$ cat config.mk
export PLATFORM = sky130hd
export DESIGN_NAME = placar_pontuacao
export DESIGN_NICKNAME = d
export VERILOG_FILES = /design/src/rtl/placar_pkg.sv /design/src/rtl/sincronizador_borda.sv /design/src/rtl/placar_pontuacao.sv
export SDC_FILE = /design/constraint.sdc
export NUM_CORES = 1
export LEC_CHECK = 0
export BUFFER_PORTS_ARGS = -buffer_cell sky130_fd_sc_hd__buf_2
export CORE_ASPECT_RATIO = 1.4
export CORE_MARGIN = 8
export CORE_UTILIZATION = 55
export CTS_BUF_LIST = sky130_fd_sc_hd__clkbuf_4 sky130_fd_sc_hd__clkbuf_8
export DETAILED_ROUTE_END_ITERATION = 8
export PLACE_DENSITY_LB_ADDON = 0.08
export SYNTH_ARGS = -nofsm -noshare
export SYNTH_HDL_FRONTEND = slang
export SYNTH_SLANG_ARGS = --single-unit
$ cat constraint.sdc
create_clock -name clk -period 10.5 [get_ports clk]
set_clock_uncertainty 0.1 [all_clocks]
set_input_delay 1.05 -clock clk [delete_from_list [all_inputs] [get_ports clk]]
set_output_delay 1.05 -clock clk [all_outputs]
set_load 0.01 [all_outputs]
$ cat src/rtl/placar_pkg.sv
// Shared constants and types for the scoreboard (placar_pontuacao).
package placar_pkg;

  localparam int unsigned PONTOS_A = 1;
  localparam int unsigned PONTOS_B = 2;
  localparam int unsigned PONTOS_C = 3;

  typedef enum logic {
    OCIOSO = 1'b0,
    ALARME = 1'b1
  } estado_buzzer_t;

  // Two BCD digits (tens, units) for a value in 0..99.
  function automatic logic [7:0] para_bcd(input int unsigned v);
    return {4'(v / 10), 4'(v % 10)};
  endfunction

endpackage

$ cat src/rtl/sincronizador_borda.sv
// Two-flop synchroniser with rising-edge detection for one raw button.
// Detection stays disarmed after reset until the synchronised button has
// been observed low, so a press held across reset release is ignored.
module sincronizador_borda (
  input  logic clk,
  input  logic rst_n,
  input  logic btn,
  output logic evento
);

  logic ff1, ff2, prev;
  logic vld1, vld2;
  logic armado;

  // Synchroniser chain, previous-value flop and arming logic.
  always_ff @(posedge clk or negedge rst_n) begin
    if (!rst_n) begin
      ff1    <= 1'b0;
      ff2    <= 1'b0;
      prev   <= 1'b0;
      vld1   <= 1'b0;
      vld2   <= 1'b0;
      armado <= 1'b0;
    end else begin
      ff1  <= btn;
      ff2  <= ff1;
      prev <= ff2;
      vld1 <= 1'b1;
      vld2 <= vld1;
      // vld2 marks ff2 as holding a real post-reset sample
      if (vld2 && !ff2)
        armado <= 1'b1;
    end
  end

  assign evento = ff2 & ~prev & armado;

endmodule

$ cat src/rtl/placar_pontuacao.sv
// Multi-team scoreboard: buttons worth 1/2/3 points add to or subtract from
// the selected team score; invalid operations sound the buzzer.
// Optional feature: define PLACAR_BCD_EN to add the registered pontos_bcd output.
module placar_pontuacao
  import placar_pkg::*;
#(
  parameter int unsigned NUM_TIMES     = 2,
  parameter int unsigned PONTOS_W      = 7,
  parameter int unsigned MAX_PONTOS    = 99,
  parameter int unsigned BUZZER_CICLOS = 25_000_000
) (
  input  logic                            clk,
  input  logic                            rst_n,
  input  logic                            btn_a,
  input  logic                            btn_b,
  input  logic                            btn_c,
  input  logic                            modo_sub,
  input  logic [$clog2(NUM_TIMES)-1:0]    sel_time,
  input  logic                            limpar,
  output logic [NUM_TIMES*PONTOS_W-1:0]   pontos,
  output logic                            buzzer,
  output logic                            led_ok
`ifdef PLACAR_BCD_EN
  ,
  output logic [NUM_TIMES*8-1:0]          pontos_bcd
`endif
);

  localparam int unsigned CNT_W = $clog2(BUZZER_CICLOS);

  logic [PONTOS_W-1:0] placar [NUM_TIMES];
  logic                ev_a, ev_b, ev_c;
  logic                houve;
  logic [1:0]          valor;
  int unsigned         sel_idx;
  logic                sel_ok;
  logic [PONTOS_W-1:0] atual;
  logic [PONTOS_W:0]   soma;
  logic [PONTOS_W-1:0] novo;
  logic                aceito;
  logic                invalido;

  estado_buzzer_t      estado, prox_estado;
  logic [CNT_W-1:0]    cont, prox_cont;

  sincronizador_borda u_sync_a (.clk(clk), .rst_n(rst_n), .btn(btn_a), .evento(ev_a));
  sincronizador_borda u_sync_b (.clk(clk), .rst_n(rst_n), .btn(btn_b), .evento(ev_b));
  sincronizador_borda u_sync_c (.clk(clk), .rst_n(rst_n), .btn(btn_c), .evento(ev_c));

  // Pick the winning event (C > B > A) and validate it against the target score.
  always_comb begin
    houve   = ev_a | ev_b | ev_c;
    valor   = 2'd0;
    if (ev_c)      valor = 2'(PONTOS_C);
    else if (ev_b) valor = 2'(PONTOS_B);
    else if (ev_a) valor = 2'(PONTOS_A);

    sel_idx = 32'(sel_time);
    sel_ok  = (sel_idx < NUM_TIMES);
    atual   = '0;
    for (int unsigned i = 0; i < NUM_TIMES; i++)
      if (i == sel_idx) atual = placar[i];

    soma     = {1'b0, atual} + (PONTOS_W+1)'(valor);
    novo     = atual;
    aceito   = 1'b0;
    if (houve && sel_ok) begin
      if (modo_sub) begin
        if (PONTOS_W'(valor) <= atual) begin
          aceito = 1'b1;
          novo   = atual - PONTOS_W'(valor);
        end
      end else if (soma <= (PONTOS_W+1)'(MAX_PONTOS)) begin
        aceito = 1'b1;
        novo   = soma[PONTOS_W-1:0];
      end
    end
    invalido = houve & ~aceito;
  end

  // Score registers and accept pulse; limpar wins over any same-cycle event.
  always_ff @(posedge clk or negedge rst_n) begin
    if (!rst_n) begin
      for (int unsigned i = 0; i < NUM_TIMES; i++) placar[i] <= '0;
      led_ok <= 1'b0;
    end else if (limpar) begin
      for (int unsigned i = 0; i < NUM_TIMES; i++) placar[i] <= '0;
      led_ok <= 1'b0;
    end else begin
      led_ok <= aceito;
      for (int unsigned i = 0; i < NUM_TIMES; i++)
        if (aceito && i == sel_idx) placar[i] <= novo;
    end
  end

  // Pack team scores, team 0 in the LSBs.
  always_comb begin
    pontos = '0;
    for (int unsigned i = 0; i < NUM_TIMES; i++)
      pontos[i*PONTOS_W +: PONTOS_W] = placar[i];
  end

  // Buzzer FSM state and on-time counter registers.
  always_ff @(posedge clk or negedge rst_n) begin
    if (!rst_n) begin
      estado <= OCIOSO;
      cont   <= '0;
    end else begin
      estado <= prox_estado;
      cont   <= prox_cont;
    end
  end

  // Buzzer FSM next state: invalid events (re)load the on-time counter.
  always_comb begin
    prox_estado = estado;
    prox_cont   = cont;
    if (limpar) begin
      prox_estado = OCIOSO;
      prox_cont   = '0;
    end else begin
      case (estado)
        OCIOSO: begin
          if (invalido) begin
            prox_estado = ALARME;
            prox_cont   = CNT_W'(BUZZER_CICLOS - 1);
          end
        end
        ALARME: begin
          if (invalido) begin
            prox_cont = CNT_W'(BUZZER_CICLOS - 1);
          end else if (cont == '0) begin
            prox_estado = OCIOSO;
          end else begin
            prox_cont = cont - 1'b1;
          end
        end
        default: begin
          prox_estado = OCIOSO;
          prox_cont   = '0;
        end
      endcase
    end
  end

  assign buzzer = (estado == ALARME);

`ifdef PLACAR_BCD_EN
  // BCD view of each score, one cycle behind pontos.
  always_ff @(posedge clk or negedge rst_n) begin
    if (!rst_n) begin
      pontos_bcd <= '0;
    end else begin
      for (int unsigned i = 0; i < NUM_TIMES; i++)
        pontos_bcd[i*8 +: 8] <= para_bcd(32'(placar[i]));
    end
  end
`endif

endmodule

==> results.cfg, run 1 <==
[outcome]
status = finished, final reports clean

[pwr]
max-vdd-ir-drop_uv = 133.4
power_density_nw_per_um2 = 189.0
p_leak_nw = 1.520

[yosys]
synth-xor-area-share_pct = 5.606
yosysUniqueCellTypes = 57
synth_compound_area_share_pct = 18.57
yosysWarningCount = 0
synth-simple-area-share_pct = 20.52
ys_seq_area_share_pct = 41.95
async_flop_share_pct = 100.0
synth_top_area_share_pct = 41.95
synth_edf_count = 0
synth.ff_latch_count = 55
synth_top_family_by_area = simple AND/OR/NAND/NOR gates
synthAdderAreaFrac_pct = 3.127
synth-main-ff-cell = dfrtp_1
synth_top_area_cell = dfrtp_1
synthCells = 356
synth_area_leaders = dfrtp_1 (42%), a21oi_1 (5.3%), xnor2_1 (4.3%)
synthMuxAreaShare_pct = 5.645
synth_area_per_cell_um2 = 9.215
syn_nets = 371
synth_area_um2 = 3281

[sta]
finalSetupViolCount = 0
drv_slew = 0
period_share_pct = 48.36
timing.fmax_ghz = 0.1969
worstMarginPinSlew_ns = 1.075
hold_violations = 0
max_slew_margin_pct = 26.50
finalSetupTns_ns = 0
rsz0062_at_grt = false
period_needed_ns = 5.078

[global_routing]
antenna_found_initial = 0
grtUsageTotal_pct = 17.61
grt_pass1_vias = 2637
grt_pass1_wl_mm = 12.50
grt_max_degree = 46
grt_overflow = 0

[floorplan]
die_width_um = 81.28
initial_core_util_pct = 56.35
row_count = 33
ios = 24
die_y_um = 107.4
dieArea_um2 = 8727
core_um2 = 5822

[clock_network]
clock_path_buffers = 2
h-tree-depth = 2
root_buffer = clkbuf_8
post_cts_buffers = 0
clkSinkCount = 55
tritoncts = built
clock_latency_ns = 0.31
postCtsHoldBufs = 0
numCtsBuffers = 5
cts_resized = 0
clkSlewWorstSetupHoldPaths_ns = 0.11

[placement]
port_buffers = 23
gp_congestion = 0.8834
dp_cells = 428
hpwl_mm = 5.177

[layout]
nNetsFinal = 380
largest_reg_flops = 25
n_antenna_cell = 0
area_growth_pct = 6.445
layout_commonest_cell = dfrtp_1
final_cell_mix = dfrtp_1 (55), a21oi_1 (35), nor2_1 (26), nor3_1 (23), buf_2 (23)
regMostFlops = cont
finalNonFillerCells = 436
layout-drive-gt1-share_pct = 15.03

[detailed_routing]
vias = 2613
drc_errors = 0
via_per_inst = 5.993
drt.antenna.violating_nets = 0
dr.first_iter.drc_count = 185
finalWirelength_mm = 7.302
dr.pass1.iters = 4
wire_per_inst_um = 16.75

[setup_path]
crit_fanout = 27
crit_path_end_kind = flop
cp-start-kind = input pin
critPathArrivalTime_ns = 5.18
required_ns = 10.60
crit_type = input pin to flop

[worst_hold_path]
hp-class = flop to flop

[run]
cap_violations = 0
## per-stage QoR
stage / total power, mW / hold WS [ns] / util [%] / instance area, um2 / worst slack, ns
final: 0.6600 / 0.2561 / 59.98 / 3492 / 5.422
after global routing: 0.7088 / 0.2703 / 59.98 / 3492 / 5.042
after CTS: 0.6644 / 0.2581 / 59.98 / 3492 / 5.527
after detailed placement: 0.5427 / 0.2347 / 58.48 / 3405 / 5.167
after global placement: 0.5382 / 0.2327 / 58.48 / 3405 / 5.376
after floorplan: 0.4856 / 0.2312 / - / 3281 / 5.499
## layout make-up
class / instances / area (um2)
clock inverters: 3 / 18.77
inverters: 12 / 45.04
repair buffers: 26 / 137.6
well taps: 70 / 87.58
flip-flops and latches: 55 / 1376
fillers: 526 / 2330
clock buffers: 5 / 68.82
multi-input cells: 265 / 1758
## synth_stat cells (all sizes together), types with 4 or more instances
cell type	instances
dfrtp	55
nand3	12
and3	4
mux2	9
o21ai	20
inv	12
nor2	26
or4	9
xnor2	16
or3	7
mux2i	8
nand3b	4
nor4	11
buf	7
o31ai	4
xor2	5
a21oi	35
ha	5
nor3	23
nand2	19
a21o	4
clkbuf	17
## where the power goes
part | switching (mW) | internal, mW | total [mW] | leakage [nW]
clock | 0.0726 | 0.0472 | 0.120 | 0.0483
combinational | 0.158 | 0.117 | 0.275 | 0.757
sequential | 0.0290 | 0.236 | 0.265 | 0.714
## layer usage
metal	vias up	share of wire [%]	track usage [%]
met5	-	0	0
met4	0	2.2	7.308
met3	12	2.5	2.508
met2	49	52	30.41
met1	1243	43	20.94
li1	1309	-	-
## worst max-delay path: stages
cell,delay (ns)
buf_2,0.43
mux2_2,0.28
ha_1,0.16
inv_1,0.06
fa_1,0.47
a2111oi_0,0.95
and3_1,0.42
o41ai_1,0.11
a21oi_1,0.83
a211oi_2,0.05
mux2_1,0.35
## cells by family after synthesis
| group | Yosys count |
|---|---|
| AOI/OAI and AO/OA | 92 |
| adders and majority gates | 7 |
| muxes | 17 |
| DFF | 55 |
| and+or+nand+nor | 127 |
| other | 1 |
| xor gates and xnor gates | 21 |
| buffers and inverters | 36 |
## worst paths after layout
| path | from | endpoint | slack, ns | depth (start not counted) |
|---|---|---|---|---|
| min reg2reg | u_sync_a.ff1$_DFF_PN0_ | u_sync_a.ff2$_DFF_PN0_ | 0.26 | 0 |
| max reg2reg | u_sync_a.prev$_DFF_PN0_ | pontos[12]$_DFFE_PN0P_ | 6.03 | 11 |
| min | u_sync_a.ff1$_DFF_PN0_ | u_sync_a.ff2$_DFF_PN0_ | 0.26 | 0 |
| max in group asynchronous | rst_n | buzzer$_DFF_PN0_ | 8.92 | 2 |
| min in group asynchronous | rst_n | cont[8]$_DFFE_PN0P_ | 0.59 | 1 |
| max | sel_time | pontos[12]$_DFFE_PN0P_ | 5.42 | 11 |
Note: power is estimated with default switching activity, not from simulation.
==> run 2: changes to the inputs <==
==> constraint.sdc (replaced) <==
create_clock -name clk -period 4.4 [get_ports clk]
set_clock_uncertainty 0.1 [all_clocks]
set_input_delay 0.44 -clock clk [delete_from_list [all_inputs] [get_ports clk]]
set_output_delay 0.44 -clock clk [all_outputs]
set_load 0.01 [all_outputs]
==> results.cfg, run 2 (same netlist as run 1, synthesis figures left out) <==
[outcome]
status = finished, final reports clean

[pwr]
power_density_nw_per_um2 = 465.4
p_leak_nw = 1.551
max-vdd-ir-drop_uv = 268.6

[floorplan]
die_y_um = 107.4
ios = 24
initial_core_util_pct = 56.35
die_width_um = 81.28
dieArea_um2 = 8727
core_um2 = 5822
row_count = 33

[detailed_routing]
finalWirelength_mm = 7.650
dr.pass1.iters = 4
wire_per_inst_um = 17.35
via_per_inst = 6.104
dr.first_iter.drc_count = 144
vias = 2692
drc_errors = 0
drt.antenna.violating_nets = 0

[global_routing]
grt_pass1_vias = 2669
grtUsageTotal_pct = 18.76
grt_max_degree = 56
antenna_found_initial = 1
grt_pass1_wl_mm = 13.08
grt_overflow = 0

[placement]
hpwl_mm = 5.345
port_buffers = 23
dp_cells = 432
gp_congestion = 0.9252
post-place-ws_ns = 0.4753

[setup_path]
r2r_end = pontos[12]$_DFFE_PN0P_
crit_path_end_kind = flop
critPathArrivalTime_ns = 4.10
reg2reg_from = u_sync_a.prev$_DFF_PN0_
required_ns = 4.52
rr_worst_depth = 11
reg2reg_setup_slack_ns = 0.42
crit_fanout = 7
cp-start-kind = flop
crit_type = flop to flop

[layout]
regMostFlops = cont
final_cell_mix = dfrtp_1 (55), a21oi_1 (35), nor2_1 (26), nor3_1 (23), buf_2 (23)
largest_reg_flops = 25
nFillCells = 513
layout-drive-gt1-share_pct = 15.95
area_growth_pct = 8.314
finalNonFillerCells = 441
nNetsFinal = 384
layout_commonest_cell = dfrtp_1
fin_util_pct = 61.04

[clock_network]
clock_latency_ns = 0.32
root_buffer = clkbuf_8
clkSlewWorstSetupHoldPaths_ns = 0.11
clkSinkCount = 55
tritoncts = built
clock_path_buffers = 2
cts_resized = 0
postCtsHoldBufs = 0
post_cts_buffers = 0
h-tree-depth = 2
numCtsBuffers = 5

[sta]
drv_slew = 0
setup_slack_ns = 0.4194
rsz0062_at_grt = false
finalSetupTns_ns = 0
finalSetupViolCount = 0
worstMarginPinSlew_ns = 1.054
period_share_pct = 90.47
timing.fmax_ghz = 0.2512
hold_violations = 0
worst_hold_slack_ns = 0.1210
period_needed_ns = 3.981
max_slew_margin_pct = 28.87

[worst_hold_path]
min_to = u_sync_b.ff1$_DFF_PN0_
hp-class = input pin to flop
min_from = btn_b
hold_depth = 1

[run]
cap_violations = 0
## run 2: changes by cell type in the layout (fill, tap and decap cells not counted)
cell	change
buf_4	+4
bufinv_16	+1
clkinv_2	-2
clkinv_4	+1
diode_2	+1
## run 2: cell type report
type / instances / area [um2] / area share, %
Multi-Input combinational cell: 265 / 1758 / 49.47
Clock buffer: 5 / 68.82 / 1.937
Antenna cell: 1 / 2.502 / 0.07042
Tap cell: 70 / 87.58 / 2.465
Sequential cell: 55 / 1376 / 38.73
Timing Repair Buffer: 30 / 167.7 / 4.718
Clock inverter: 3 / 47.55 / 1.338
Inverter: 12 / 45.04 / 1.268
## run 2: per-stage QoR
| stage | power (mW) | cell area (um2) |
|---|---|---|
| 2_1_floorplan | 1.159 | 3281 |
| 3_3_place_gp | 1.299 | 3435 |
| 3_5_place_dp | 1.307 | 3435 |
| 4_1_cts | 1.665 | 3551 |
| 5_1_grt | 1.773 | 3553 |
| 6_report | 1.654 | 3553 |
## run 2: critical path, cell delays in order (launching register included)
cell       delay, ns
dfrtp_1         0.37
nand3b_1        0.18
o21ai_0         0.28
ha_1            0.23
inv_1           0.06
fa_1            0.47
a2111oi_0       0.62
nor2_1          0.16
a41o_1          0.31
or4_4           0.51
a211oi_2        0.24
mux2_1          0.33
## run 2: where the power goes
group / leakage [nW] / internal [mW] / switching (mW) / total (mW)
registers: 0.714 / 0.564 / 0.0696 / 0.634
logic: 0.778 / 0.285 / 0.381 / 0.666
clock network: 0.0587 / 0.173 / 0.181 / 0.354
## run 2: worst max-delay path by stage
stage               slack (ns)                     end  cells after the start               startpoint
global route              0.01  pontos[12]$_DFFE_PN0P_                     11  u_sync_a.prev$_DFF_PN0_
floorplan                0.009   pontos[5]$_DFFE_PN0P_                     12                 sel_time
detailed placement        0.48  pontos[12]$_DFFE_PN0P_                     11  u_sync_a.prev$_DFF_PN0_
global placement          0.61  pontos[12]$_DFFE_PN0P_                     11  u_sync_a.prev$_DFF_PN0_
CTS                       0.44  pontos[12]$_DFFE_PN0P_                     11  u_sync_a.prev$_DFF_PN0_
finish                    0.42  pontos[12]$_DFFE_PN0P_                     11  u_sync_a.prev$_DFF_PN0_
## run 2: metal layers
layer,wire length (um),track usage [%],vias to the layer above
met4,223,7.821,0
met3,180,2.508,14
met2,4143,32.92,37
li1,-,-,1319
met1,3104,21.92,1322
met5,0,0,-
